## src/rtl/nn_argmax_classifier_pkg.sv

```systemverilog
// Shared definitions for the argmax classifier.
// Holds the default sizing constants, the FSM state encoding and the
// most-negative score used to seed the runner-up tracker.
package nn_argmax_classifier_pkg;

    localparam int N_CLASSES = 10;
    localparam int WIDTH     = 16;
    localparam int IDX_W     = 4;

    localparam logic signed [WIDTH-1:0] MIN_SCORE = {1'b1, {(WIDTH-1){1'b0}}};

    typedef enum logic [1:0] {
        S_IDLE = 2'd0,
        S_SCAN = 2'd1,
        S_DONE = 2'd2
    } state_e;

endpackage

```

## src/rtl/nn_argmax_classifier_argmax_update.sv

```systemverilog
// argmax_update: combinational update of the running (best, best_idx, second)
// triple against one candidate score s_i at index k_i.
// Ports:
//   best_i, best_idx_i, second_i : current running state
//   s_i, k_i                     : candidate score and its class index
//   best_o, best_idx_o, second_o : updated running state
// Compares are signed and strict, so on a tie the earlier (lower) index keeps
// the max while the equal value can still displace the runner-up.
module argmax_update #(
    parameter int WIDTH = 16,
    parameter int IDX_W = 4
) (
    input  logic signed [WIDTH-1:0] best_i,
    input  logic        [IDX_W-1:0] best_idx_i,
    input  logic signed [WIDTH-1:0] second_i,
    input  logic signed [WIDTH-1:0] s_i,
    input  logic        [IDX_W-1:0] k_i,
    output logic signed [WIDTH-1:0] best_o,
    output logic        [IDX_W-1:0] best_idx_o,
    output logic signed [WIDTH-1:0] second_o
);

    always_comb begin
        best_o     = best_i;
        best_idx_o = best_idx_i;
        second_o   = second_i;
        if (s_i > best_i) begin
            second_o   = best_i;
            best_o     = s_i;
            best_idx_o = k_i;
        end else if (s_i > second_i) begin
            second_o = s_i;
        end
    end

endmodule

```

## src/rtl/nn_argmax_classifier.sv

```systemverilog
// nn_argmax_classifier: sequential argmax over N_CLASSES signed scores.
// On an accepted start the score bus is snapshotted, then one class is
// scanned per cycle. Results are held until the next accepted start.
// Ports:
//   clk, reset         : clock and synchronous active-high reset
//   start              : request a run (only honoured in IDLE)
//   scores             : flat signed score bus, class g at [g*WIDTH +: WIDTH]
//   busy, done, valid  : handshake status (done is a one-cycle pulse)
//   class_idx          : index of the maximum score
//   max_score          : maximum score
//   second_score       : runner-up score
//   margin             : max_score - second_score, one bit wider, never negative
//   confident          : margin >= THRESHOLD
module nn_argmax_classifier
    import nn_argmax_classifier_pkg::*;
#(
    parameter int               N_CLASSES = nn_argmax_classifier_pkg::N_CLASSES,
    parameter int               WIDTH     = nn_argmax_classifier_pkg::WIDTH,
    parameter int               IDX_W     = nn_argmax_classifier_pkg::IDX_W,
    parameter logic [WIDTH:0]   THRESHOLD = 256
) (
    input  logic                          clk,
    input  logic                          reset,
    input  logic                          start,
    input  logic [N_CLASSES*WIDTH-1:0]    scores,
    output logic                          busy,
    output logic                          done,
    output logic                          valid,
    output logic [IDX_W-1:0]              class_idx,
    output logic signed [WIDTH-1:0]       max_score,
    output logic signed [WIDTH-1:0]       second_score,
    output logic [WIDTH:0]                margin,
    output logic                          confident
);

    localparam logic signed [WIDTH-1:0] MIN_S   = {1'b1, {(WIDTH-1){1'b0}}};
    localparam logic [IDX_W-1:0]        LAST_K  = IDX_W'(N_CLASSES - 1);

    state_e                  state_q;
    logic [IDX_W-1:0]        k_q;
    logic signed [WIDTH-1:0] snap_q [N_CLASSES];
    logic signed [WIDTH-1:0] best_q, second_q;
    logic [IDX_W-1:0]        best_idx_q;

    logic signed [WIDTH-1:0] best_d, second_d;
    logic [IDX_W-1:0]        best_idx_d;
    logic [WIDTH:0]          margin_d;

    logic                    busy_q, done_q, valid_q, confident_q;
    logic [IDX_W-1:0]        class_idx_q;
    logic signed [WIDTH-1:0] max_score_q, second_score_q;
    logic [WIDTH:0]          margin_q;

    argmax_update #(
        .WIDTH (WIDTH),
        .IDX_W (IDX_W)
    ) u_update (
        .best_i     (best_q),
        .best_idx_i (best_idx_q),
        .second_i   (second_q),
        .s_i        (snap_q[k_q]),
        .k_i        (k_q),
        .best_o     (best_d),
        .best_idx_o (best_idx_d),
        .second_o   (second_d)
    );

    // Sign-extend both operands by one bit so the full signed range
    // difference (up to 2^WIDTH - 1) fits without wrapping.
    assign margin_d = {best_q[WIDTH-1], best_q} - {second_q[WIDTH-1], second_q};

    always_ff @(posedge clk) begin
        if (reset) begin
            state_q        <= S_IDLE;
            k_q            <= '0;
            best_q         <= '0;
            best_idx_q     <= '0;
            second_q       <= '0;
            for (int g = 0; g < N_CLASSES; g++) snap_q[g] <= '0;
            busy_q         <= 1'b0;
            done_q         <= 1'b0;
            valid_q        <= 1'b0;
            confident_q    <= 1'b0;
            class_idx_q    <= '0;
            max_score_q    <= '0;
            second_score_q <= '0;
            margin_q       <= '0;
        end else begin
            done_q <= 1'b0;
            case (state_q)
                S_IDLE: begin
                    if (start) begin
                        for (int g = 0; g < N_CLASSES; g++)
                            snap_q[g] <= scores[g*WIDTH +: WIDTH];
                        best_q     <= scores[WIDTH-1:0];
                        best_idx_q <= '0;
                        second_q   <= MIN_S;
                        k_q        <= IDX_W'(1);
                        valid_q    <= 1'b0;
                        busy_q     <= 1'b1;
                        state_q    <= S_SCAN;
                    end
                end
                S_SCAN: begin
                    best_q     <= best_d;
                    best_idx_q <= best_idx_d;
                    second_q   <= second_d;
                    if (k_q == LAST_K) begin
                        state_q <= S_DONE;
                    end else begin
                        k_q <= k_q + IDX_W'(1);
                    end
                end
                S_DONE: begin
                    class_idx_q    <= best_idx_q;
                    max_score_q    <= best_q;
                    second_score_q <= second_q;
                    margin_q       <= margin_d;
                    confident_q    <= (margin_d >= THRESHOLD);
                    done_q         <= 1'b1;
                    valid_q        <= 1'b1;
                    busy_q         <= 1'b0;
                    state_q        <= S_IDLE;
                end
                default: state_q <= S_IDLE;
            endcase
        end
    end

    assign busy         = busy_q;
    assign done         = done_q;
    assign valid        = valid_q;
    assign class_idx    = class_idx_q;
    assign max_score    = max_score_q;
    assign second_score = second_score_q;
    assign margin       = margin_q;
    assign confident    = confident_q;

endmodule

```

## config.mk

```make
export PLATFORM = sky130hd
export DESIGN_NAME = nn_argmax_classifier
export DESIGN_NICKNAME = d
export VERILOG_FILES = /design/src/rtl/nn_argmax_classifier_pkg.sv /design/src/rtl/nn_argmax_classifier_argmax_update.sv /design/src/rtl/nn_argmax_classifier.sv
export SDC_FILE = /design/constraint.sdc
export NUM_CORES = 1
export LEC_CHECK = 0
export BUFFER_PORTS_ARGS = -buffer_cell sky130_fd_sc_hd__buf_4
export CAP_MARGIN = 5
export CORE_ASPECT_RATIO = 1.1
export CORE_MARGIN = 2
export CORE_UTILIZATION = 61
export DETAILED_ROUTE_END_ITERATION = 6
export PLACE_DENSITY_LB_ADDON = 0.2
export SLEW_MARGIN = 20
export SYNTH_ARGS = -nofsm -noshare
export SYNTH_HDL_FRONTEND = slang
export SYNTH_SLANG_ARGS = --single-unit
```

## constraint.sdc

```tcl
create_clock -name clk -period 11.5 [get_ports clk]
set_input_delay 1.15 -clock clk [delete_from_list [all_inputs] [get_ports clk]]
set_output_delay 1.15 -clock clk [all_outputs]
set_load 0.05 [all_outputs]
```

==> Yosys cells after proc, flatten, opt, wreduce, memory -nomap -nowiden <==
Memory sizes are Yosys's and may differ from the RTL's. A register that Yosys moved wholly into a read port is not among the register bits.
Index checks and enable logic that the tools add are counted.
{ "word_totals": {"mem_bits_rw": 160, "output_inout_bits": 57, "register_bits": 99, "word_cells": 84, "in_bits": 163, "memories": 1} }
{ "classes": {"reduce_logical": 8, "n_mux": 39, "bitwise": 10, "eq_ne": 8, "add_sub_neg": 2, "n_lt_le_gt_ge": 3} }
{ "memory_table": {"columns": ["memory", "words", "word_bits", "read_ports", "rd_ports_with_merged_regs", "wr", "line_no", "source"], "rows": [
  ["snap_q", 10, 16, 1, 1, 10, "nn_argmax_classifier.sv:41", "logic signed [WIDTH-1:0] snap_q [N_CLASSES];"]
]} }
{ "ops": {"columns": ["op", "n"], "rows": [
  ["$mux W16", 15],
  ["$pmux W16 S2", 2],
  ["$gt A16 B16 Y1", 2],
  ["$mux W4", 6],
  ["$ge A17 B9 Y1 const B", 1],
  ["$sub A16 B16 Y17", 1],
  ["$pmux W4 S2", 2],
  ["$or A1 B1 Y1", 10],
  ["$mux W1", 9],
  ["$reduce_and A3 Y1", 3],
  ["$ne A2 B2 Y1 const B", 3],
  ["$add A4 B1 Y4 const B", 1],
  ["$eq A4 B4 Y1 const B", 1],
  ["$mux W2", 2],
  ["$pmux W1 S2", 2],
  ["$pmux W2 S2", 1],
  ["$reduce_and A2 Y1", 2],
  ["$reduce_bool A2 Y1", 2],
  ["$ne A3 B1 Y1 const B", 1],
  ["$eq A2 B1 Y1 const B", 1],
  ["$eq A2 B2 Y1 const B", 1],
  ["$logic_not A2 Y1", 1],
  ["$ne A2 B1 Y1 const B", 1]
]} }

==> Logic depth before layout (Yosys ltp) <==
Gate-level depths: netlist (run 1).
{ "depth": {"word_depth": 5, "mapped_depth": 17, "ltp_nobuf": 13} }

==> Modules after synthesis <==
Synthesis (run 1) repeated with hierarchy kept, for this count alone.
{ "unflattened": {"cells_unflattened": 1135, "hier_area_um2": 12944.9} }
{ "by_module_without_submodules": {"columns": ["module", "seq_area_each_um2", "cells_each", "area_each_um2", "instances"], "rows": [
  ["nn_argmax_classifier", 6866.6, 961, 11499.8, 1],
  ["argmax_update", 0.0, 174, 1445.1, 1]
]} }

==> Least setup slack after synthesis (run 1) <==
Ideal clock, no wire load.
{ "synth_timing": {"kind": "register -> register", "startpoint": "register with a tool-made name", "endpoint": "register second_q[10]", "setup_time_ps": 79, "arrival_time_ps": 4103, "stages_incl_launch_ff": 16, "required_time_ps": 11421, "setup_slack_ps": 7318, "cell_sequence": "dfxtp_1 -> buf_2 -> buf_2 -> mux4_2 -> a211oi_1 -> a21oi_1 -> ha_1 -> a21o_1 -> a221o_1 -> a311oi_1 -> mux2_1 -> and2_1 -> or3_1 -> buf_2 -> buf_6 -> o221ai_2"} }
{ "synth_rtl": {"columns": ["element", "line_no", "source"], "rows": [
  ["end signal, assigned", "nn_argmax_classifier.sv:107", "second_q <= second_d;"],
  ["end, declared", "nn_argmax_classifier.sv:42", "logic signed [WIDTH-1:0] best_q, second_q;"]
]} }

==> results of run 1 <==
registers in the layout (all words and copies together) (netlist names), 2 cells and up, named ones only:
register / cells
state_q: 2
k_q: 4
snap_q: 160
margin: 17
second_score: 16
best_idx_q: 4
max_score: 16
second_q: 16
class_idx: 4
best_q: 16
logic make-up after synthesis:
logic type	synth area share
simple gates	0.1792
buf+inv	0.03923
compound gates	0.1052
mux	0.07609
xor+xnor	0.006917
fa+ha+maj	0.05099
flops	0.5423
area by class of cell:
type | count | area (µm²) | area share
tap | 256 | 320.3 | 0.02082
sequential | 263 | 6870 | 0.4466
clock inverter | 16 | 173.9 | 0.01131
timing repair buffer | 230 | 1727 | 0.1122
multi-input combinational | 759 | 5325 | 0.3462
clock buffer | 34 | 753.2 | 0.04896
inverter | 57 | 214.0 | 0.01391
worst paths after layout:
kind                            slack (ps)                        to                    from
worst max-delay path                  5950  second_q[0]$_SDFFE_PP0P_                    flop
worst min-delay path                   450    margin[5]$_SDFFE_PP0P_  margin[5]$_SDFFE_PP0P_
worst max register to register        5950  second_q[0]$_SDFFE_PP0P_                    flop
worst min register to register         450    margin[5]$_SDFFE_PP0P_  margin[5]$_SDFFE_PP0P_
Yosys cell counts, types with 3 or more instances:
master    count
and2_1      161
edfxtp_1    160
nand2_1     160
dfxtp_1     103
a21oi_1      96
inv_1        57
clkbuf_1     52
ha_1         50
nor2_1       47
mux4_2       32
nor2b_1      28
mux2i_1      22
a211oi_1     19
a311oi_1     18
o21ai_0      14
o221ai_2     10
xnor2_1      10
a21o_1        9
buf_1         8
nand3_1       8
nor3_1        8
buf_2         7
nand2b_1      6
o221ai_1      5
or3_1         5
nor4_1        4
o211ai_1      4
o21a_1        4
nand4_1       3
stage by stage:
step | area, µm² | power [W]
floorplan | 12660 | 0.001434
global placement | 14460 | 0.001573
detailed placement | 14460 | 0.001581
CTS | 15380 | 0.002476
global route | 15380 | 0.002564
finish | 15380 | 0.002471
metal layers:
layer	global-route usage	vias up	routed length, µm
li1	-	4455	-
met1	0.3613	4393	12270
met2	0.4868	368	15600
met3	0.03139	82	1870
met4	0.1205	0	1355
met5	0	-	0
power breakdown:
group          leakage [nW]  internal (W)  switching [W]  total, W
combinational          3.21      0.000207       0.000243  0.000450
clock                 0.451      0.000534       0.000369  0.000904
sequential             2.57       0.00107      0.0000514   0.00112
placed cells by master (no fill, tap or decap), types with 3 or more instances in the layout:
cell,instances
nor2_1,47
o21ai_0,14
mux4_2,32
nor4_1,4
inv_1,57
clkinv_2,5
bufinv_16,3
nand2_1,160
dfxtp_1,102
buf_4,230
nand3_1,8
a21oi_1,96
clkbuf_8,3
a21o_1,9
clkinvlp_4,3
clkbuf_16,28
o21a_1,4
nand4_1,3
mux2i_1,22
o221ai_2,10
or3_1,5
nor2b_1,25
edfxtp_1,160
o221ai_1,5
xnor2_1,10
nand2b_1,5
a311oi_1,18
clkbuf_1,3
nor3_1,8
and2_1,161
a211oi_1,19
o211ai_1,4
ha_1,50
worst reg2reg max path, stage by stage, from the launching register on:
cell and delay [ps]:
dfxtp_4 920, mux4_2 600, nor2b_1 140, a211oi_1 270, a21oi_1 150, ha_1 400, nand4_2 140, nor4_2 350
o21ai_1 130, o211ai_1 130, mux2i_1 430, a21o_1 880, or3_1 680, o221ai_1 190
==> results.cfg, run 1 <==
[global_route]
gr-total-overflow = 0
gr-usage-all-layers = 0.2813
grt_start_max_net_pins = 124
grt_antenna_before_repair = 0
first_global_vias = 9037
grt_pass1_wl_um = 47750

[yosys]
synth_top_flop_cell = edfxtp_1
ys_seq_area_frac = 0.5423
synth_cell_types = 57
syn_nets = 1362
ys_ff_latch = 263
ys_async_sr_fraction = 0
netlist_area_mm2 = 0.01266
synth_cells = 1148
synth_top_area_frac = 0.3795
ys_warn_count = 0
synth_top_area_cell = edfxtp_1
synthTopCellsByArea = edfxtp_1 38%, dfxtp_1 16%, and2_1 8.0%, mux4_2 5.7%, ha_1 4.9%
postSynthAreaPerCell_um2 = 11.03
synth-edff-count = 160

[layout]
nNetsFinal = 1552
antennaDiodeCount = 0
syn_to_final_growth_pct = 21.50
drive_gt1_frac = 0.2414
fin_cells = 1615
finish.utilization = 0.7527
nFillCells = 1370

[placement]
port_buffers = 219
preCtsSetupSlack_ps = 5990
routabilityCongestion = 0.9514
placed_cells = 1565
dpl.hpwl_um = 22380

[detailed_routing]
finalWirelength_um = 31100
vias = 9298
ant_nets = 0
first_pass_iters = 5
drcViolationCount = 0
drt_iter0_drc = 711
wire_per_inst_um = 19.25
viasPerCell = 5.757

[floorplan]
start_util = 0.6195
pin_count = 220
rows = 55
die_w_um = 141.4
dieArea_mm2 = 0.02193
die_h_um = 155.1
core_area_mm2 = 0.02044

[clock_tree]
clk_pin_slew_ps = 70
post-cts-setup-buffer-count = 0
cts_tree = done
postCtsResizedCells = 0
clock_latency_ps = 540
cts_buffers = 27
htree_num_levels = 1
cts.sinks = 263
hold_buffers = 0
cts.path.max_buffers = 3
cts-root-buf = clkbuf_16

[setup_path]
crit_arrival_ps = 5930
path_cells = mux4_2, nor2b_1, a211oi_1, a21oi_1, ha_1, nand4_2, nor4_2, o21ai_1, o211ai_1, mux2i_1, a21o_1, or3_1, o221ai_1
critPathLaunchType = flop
crit_family = compound AO/OA/AOI/OAI gates
worst-path-buf-inv = 0
crit_cells = 13
crit_slowest_cell = dfxtp_4
reg2reg_depth = 13
cpPeakStageDelay_ps = 920
worstSetupEndpointType = flop
required_ps = 11880
setup.worst_path.class = reg2reg
worstPathMaxFanout = 48

[sta]
worst_pin_slew_ps = 1041
finalCriticalPeriod_ps = 5554
drv_slew = 0
grt_setup_unrepaired = no
hold_viol = 0
setup_viol = 0
holdWs_ps = 448.3
setup_tns_ps = 0
timing.final.crit_share = 0.4829
clock_skew_ps = 9.771
slew_headroom = 0.3062
worst_slack_ps = 5946
fmax_ghz = 0.1801

[power]
p_leak_nw = 6.228
power_density_mw_per_mm2 = 160.6
ir_worst_vdd_v = 0.0001349

[worst_hold_path]
min_path_type = reg2reg
hold_depth = 2

[run]
cap_violations = 0

[status]
status = complete, no violations
(Power assumes the default switching activity.)
==> inputs of run 2 (changes only) <==
--- a/config.mk
+++ b/config.mk
@@ -5,11 +5,12 @@
 export SDC_FILE = /design/constraint.sdc
 export NUM_CORES = 1
 export LEC_CHECK = 0
+export ABC_AREA = 1
 export BUFFER_PORTS_ARGS = -buffer_cell sky130_fd_sc_hd__buf_4
 export CAP_MARGIN = 5
 export CORE_ASPECT_RATIO = 1.1
 export CORE_MARGIN = 2
-export CORE_UTILIZATION = 61
+export CORE_UTILIZATION = 57
 export DETAILED_ROUTE_END_ITERATION = 6
 export PLACE_DENSITY_LB_ADDON = 0.2
 export SLEW_MARGIN = 20
==> constraint.sdc (replaced) <==
create_clock -name clk -period 5.45 [get_ports clk]
set_input_delay 0.545 -clock clk [delete_from_list [all_inputs] [get_ports clk]]
set_output_delay 0.545 -clock clk [all_outputs]
set_load 0.05 [all_outputs]
==> results.cfg, run 2 <==
[status]
status = complete, no violations

[placement]
placed_cells = 2047
dpl.hpwl_um = 25290
routabilityCongestion = 0.9235
port_buffers = 219

[power]
power.internal_w = 0.003819
p_leak_nw = 7.782
swShare = 0.3138
power_frac_comb = 0.244
clkPwrFrac = 0.331
power_density_mw_per_mm2 = 347.0
p_sw_w = 0.001747
seqPwrFrac = 0.424
ir_worst_vdd_v = 0.0002630

[detailed_routing]
wire_per_inst_um = 16.47
vias = 11070
drcViolationCount = 0
viasPerCell = 5.281
drt_iter0_drc = 857
finalWirelength_um = 34530
ant_nets = 0
first_pass_iters = 6

[layout]
antennaDiodeCount = 0
largest_register_ffs = 160
syn_to_final_growth_pct = 20.12
final_common_cell = inv_1
drive_gt1_frac = 0.1692
nNetsFinal = 1990
layout_common_cells = 301 x inv_1, 266 x nor2_1, 229 x buf_4, 188 x nand2_1, 160 x edfxtp_1
fin_cells = 2097
top_register = snap_q

[sta]
grt_setup_unrepaired = no
setup_tns_ps = 0
clock_skew_ps = 16.21
timing.final.crit_share = 0.7682
drv_slew = 0
worst_pin_slew_ps = 833.2
finalCriticalPeriod_ps = 4187
fmax_ghz = 0.2388
hold_viol = 0
slew_headroom = 0.4445
setup_viol = 0

[yosys]
yosysMostFrequentCell = inv_1
ys_warn_count = 0
ys_async_sr_fraction = 0
synth_cells = 1594
netlist_area_mm2 = 0.01335
synthTopCellsByArea = edfxtp_1 36%, dfxtp_1 15%, inv_1 8.5%, nor2_1 7.5%, nand2_1 5.3%
syn_nets = 1808
synth_common_cells = 303 x inv_1, 266 x nor2_1, 189 x nand2_1
synth_cell_types = 41
ys_seq_area_frac = 0.5143
synth_top_area_cell = edfxtp_1
ys_ff_latch = 263
synth_top_area_frac = 0.3599
postSynthAreaPerCell_um2 = 8.376
synth_top_flop_cell = edfxtp_1
synth-edff-count = 160

[setup_path]
required_ps = 5920
r2r_slack_ps = 1260
crit_arrival_ps = 4650
worstSetupEndpointType = flop
path_cells = buf_12, mux2i_1, o211ai_1, nand3_1, o21ai_0, ha_1, a21oi_1, o21ai_0, a21oi_1, nand2_1, nand2_1, nand3_2, nand3_2, nand2_4, inv_1, nor2_1, nor2_1
cpPeakStageDelay_ps = 850
critPathLaunchType = flop
setup.worst_path.class = reg2reg
worstPathMaxFanout = 74
crit_slowest_cell = dfxtp_4

[global_route]
first_global_vias = 10710
grt_pass1_wl_um = 54400
gr-total-overflow = 0
grt_antenna_before_repair = 0
gr-usage-all-layers = 0.2813
grt_start_max_net_pins = 95

[clock_tree]
hold_buffers = 0
cts_buffers = 27
clk_pin_slew_ps = 60
htree_num_levels = 1
cts.sinks = 263
cts-root-buf = clkbuf_16
clock_latency_ps = 540
cts_tree = done
cts.path.max_buffers = 3
post-cts-setup-buffer-count = 0
postCtsResizedCells = 0

[run]
cap_violations = 0

[floorplan]
pin_count = 220
die_w_um = 149.9
rows = 58
die_h_um = 164.5
core_area_mm2 = 0.02293
start_util = 0.5822
dieArea_mm2 = 0.02467

[worst_hold_path]
min_path_type = in2reg
-- run 2: cell type report --
type                       instances  area, µm²
clock buffer                      38      800.8
clock inverter                    12      96.34
fill                            1904       6894
inverter                         307       1160
multi-input combinational        947       4996
sequential                       263       6870
tap                              300      375.4
timing repair buffer             230       1739
-- run 2: logic make-up (layout without fill, tap and decap cells) --
kind of cell / Yosys count / in the layout / share of synthesized area
flops: 263 / 263 / 0.5143
mux: 26 / 26 / 0.01949
buf+inv: 384 / 587 / 0.1125
xor+xnor: 8 / 8 / 0.005248
simple gates: 557 / 557 / 0.1740
fa+ha+maj: 51 / 51 / 0.04836
compound gates: 305 / 305 / 0.1261
-- run 2: worst paths after layout --
path / startpoint / to / cells after the start
worst max-delay path: flop / second_q[0]$_SDFFE_PP0P_ / 17
worst min-delay path: reset / best_idx_q[0]$_SDFFE_PP0P_ / 2
worst max register to register: flop / second_q[0]$_SDFFE_PP0P_ / 17
worst min register to register: busy$_SDFFE_PP0P_ / busy$_SDFFE_PP0P_ / 2
-- run 2: worst max-delay path: cells and delay by family (launching register included) --
family,cells,cell delay [ps]
buffers and inverters,2,530
DFF,1,850
muxes,1,240
adders and majority gates,1,460
and+or+nand+nor,8,1160
AOI/OAI and AO/OA,5,820
-- run 2: power by group through the flow --
stage | Sequential [W] | Clock, W | Combinational [W]
3_5_place_dp | 0.00240 | 0 | 0.00134
6_report | 0.00236 | 0.00184 | 0.00136
4_1_cts | 0.00236 | 0.00187 | 0.00135
2_1_floorplan | 0.00236 | 0 | 0.000980
5_1_grt | 0.00237 | 0.00194 | 0.00154
3_3_place_gp | 0.00240 | 0 | 0.00132
-- run 2: through the flow --
stage | total power (W) | worst slack, ps | instance area (µm²) | hold slack [ps] | utilization
3_3_place_gp | 0.003714 | 1436 | 15140 | 445.2 | 0.6602
5_1_grt | 0.005854 | 876.9 | 16040 | 296.9 | 0.6994
2_1_floorplan | 0.003338 | 768.7 | 13350 | 423.1 | -
3_5_place_dp | 0.003742 | 1331 | 15140 | 457.1 | 0.6602
6_report | 0.005566 | 1263 | 16040 | 303.1 | 0.6994
4_1_cts | 0.005580 | 1314 | 16040 | 283.5 | 0.6994
-- run 2: routing by layer --
metal	vias up	GRT usage	routed length [µm]
met5	-	0	0
met3	78	0.02597	1920
met1	5065	0.3537	13830
met4	0	0.1115	1386
li1	5509	-	-
met2	422	0.5006	17390
==> inputs of run 3 (changes only) <==
--- a/config.mk
+++ b/config.mk
@@ -10,7 +10,7 @@
 export CAP_MARGIN = 5
 export CORE_ASPECT_RATIO = 1.1
 export CORE_MARGIN = 2
-export CORE_UTILIZATION = 57
+export CORE_UTILIZATION = 52
 export DETAILED_ROUTE_END_ITERATION = 6
 export PLACE_DENSITY_LB_ADDON = 0.2
 export SLEW_MARGIN = 20
==> constraint.sdc (replaced) <==
create_clock -name clk -period 3.84 [get_ports clk]
set_input_delay 0.384 -clock clk [delete_from_list [all_inputs] [get_ports clk]]
set_output_delay 0.384 -clock clk [all_outputs]
set_load 0.05 [all_outputs]
==> results.cfg, run 3 (synthesis results as in run 2) <==
[global_route]
grt_start_max_net_pins = 105
grt_antenna_before_repair = 0
grt_pass1_wl_um = 53950
gr-usage-all-layers = 0.2580
gr-total-overflow = 0
first_global_vias = 10430

[layout]
layout_common_cells = 301 x inv_1, 266 x nor2_1, 242 x buf_4, 188 x nand2_1, 160 x edfxtp_1
fin_area_mm2 = 0.01624
syn_to_final_growth_pct = 21.65
largest_register_ffs = 160
top_register = snap_q
nNetsFinal = 2008
drive_gt1_frac = 0.1732
antennaDiodeCount = 0
fin_cells = 2159
final_common_cell = inv_1

[setup_path]
crit_top_cell = nand2_1
r2r-end = second_q[2]$_SDFFE_PP0P_
setup.worst_path.class = reg2reg
required_ps = 4260
reg2reg_depth = 19
crit_slowest_cell = dfxtp_4
worstPathMaxFanout = 49
critPathLaunchType = flop
r2r_slack_ps = 370
crit_arrival_ps = 3900
worstSetupEndpointType = flop
path_cells = buf_12, a21oi_1, o21ai_0, nand3_1, nand3_1, o21ai_0, ha_1, nand2_1, nor4_1, nand2_1, nand2_1, nand2_1, nand3_1, nand3_2, nand2_4, buf_4, nand2_1, nand2_1, nor2_1
cpPeakStageDelay_ps = 510

[floorplan]
rows = 61
pin_count = 220
die_w_um = 156.8
dieArea_mm2 = 0.02698
die_h_um = 172.1
core_area_mm2 = 0.02526
start_util = 0.5285

[clock_tree]
cts.path.max_buffers = 3
cts-root-buf = clkbuf_16
htree_num_levels = 1
clk_pin_slew_ps = 60
postCtsResizedCells = 0
cts_tree = done
clock_latency_ps = 530
hold_buffers = 0
cts_buffers = 27
cts.sinks = 263
post-cts-setup-buffer-count = 0

[sta]
slew_headroom = 0.4687
hold_viol = 0
grt_setup_unrepaired = no
clock_skew_ps = 9.464
drv_slew = 0
finalCriticalPeriod_ps = 3475
setup_tns_ps = 0
timing.final.crit_share = 0.9049
worst_pin_slew_ps = 796.9
fmax_ghz = 0.2878
setup_viol = 0

[worst_hold_path]
holdCritStartpoint = reset
hold_depth = 2
min_path_type = in2reg
min_to = best_idx_q[0]$_SDFFE_PP0P_

[detailed_routing]
ant_nets = 0
viasPerCell = 5.072
first_pass_iters = 5
drt_iter0_drc = 774
wire_per_inst_um = 16.02
drcViolationCount = 0
vias = 10950
finalWirelength_um = 34600

[status]
status = complete, no violations

[placement]
place_area_mm2 = 0.01539
dpl.hpwl_um = 26010
routabilityCongestion = 0.9377
port_buffers = 219
placed_cells = 2111

[power]
power_frac_comb = 0.254
swShare = 0.3126
clkPwrFrac = 0.324
p_sw_w = 0.002461
total_power_w = 0.007874
p_leak_nw = 7.865
ir_worst_vdd_v = 0.0002741
power_density_mw_per_mm2 = 484.8
seqPwrFrac = 0.422
power.internal_w = 0.005413

[run]
cap_violations = 0
## run 3: changes by cell type in the layout (fill, tap and decap cells not counted)
cell / delta
buf_12: +5
buf_4: +13
bufinv_16: +1
clkbuf_1: +1
clkbuf_16: -1
clkbuf_2: -1
clkbuf_8: -3
clkinv_1: +5
clkinv_2: -1
clkinvlp_4: -1
inv_4: +1
inv_6: -3
## run 3: stage by stage
step,hold slack (ps),setup slack (ps),util
final,144.4,365.1,0.6429
after global routing,143.6,69.19,0.6429
after CTS,129.8,343.7,0.6429
after detailed placement,449.5,379.6,0.6094
after global placement,454.3,400.1,0.6094
after floorplan,423.1,285.4,-
## run 3: worst max path at each step
stage,start,end,slack [ps],cells past startpoint
finish,flop,second_q[2]$_SDFFE_PP0P_,370,19
global route,flop,second_q[3]$_SDFFE_PP0P_,70,18
CTS,flop,second_q[1]$_SDFFE_PP0P_,340,19
detailed placement,flop,best_q[12]$_SDFFE_PP0P_,380,19
global placement,flop,best_q[13]$_SDFFE_PP0P_,400,19
floorplan,start,snap_q[0][0]$_SDFFCE_PN0P_,290,4
## run 3: power groups by stage
stage	Sequential, W	Clock [W]	Combinational [W]
after global routing	0.00334	0.00269	0.00227
after detailed placement	0.00338	0	0.00199
after CTS	0.00332	0.00259	0.00200
after floorplan	0.00334	0	0.00139
after global placement	0.00338	0	0.00198
final	0.00333	0.00255	0.00200
## run 3: area by class of cell
type	count	area, µm²
Sequential cell	263	6870
Clock inverter	14	113.9
Multi-Input combinational cell	947	4996
Timing Repair Buffer	248	1937
Tap cell	346	432.9
Inverter	307	1159
Clock buffer	34	733.2
Fill cell	2181	9021
## run 3: routing by layer
metal  track usage  wire, µm  vias to the layer above
li1              -         -                     5545
met1        0.3294     14650                     5014
met2        0.4405     16870                      308
met3       0.02707      1373                       83
met4        0.1241      1707                        0
met5             0         0                        -
## run 3: critical path: cells and delay by family, from the launching register on
| kind | cells | cell delay [ps] |
|---|---|---|
| DFF | 1 | 510 |
| buffers and inverters | 2 | 420 |
| adders and majority gates | 1 | 400 |
| and+or+nand+nor | 13 | 1520 |
| AOI/OAI and AO/OA | 3 | 500 |
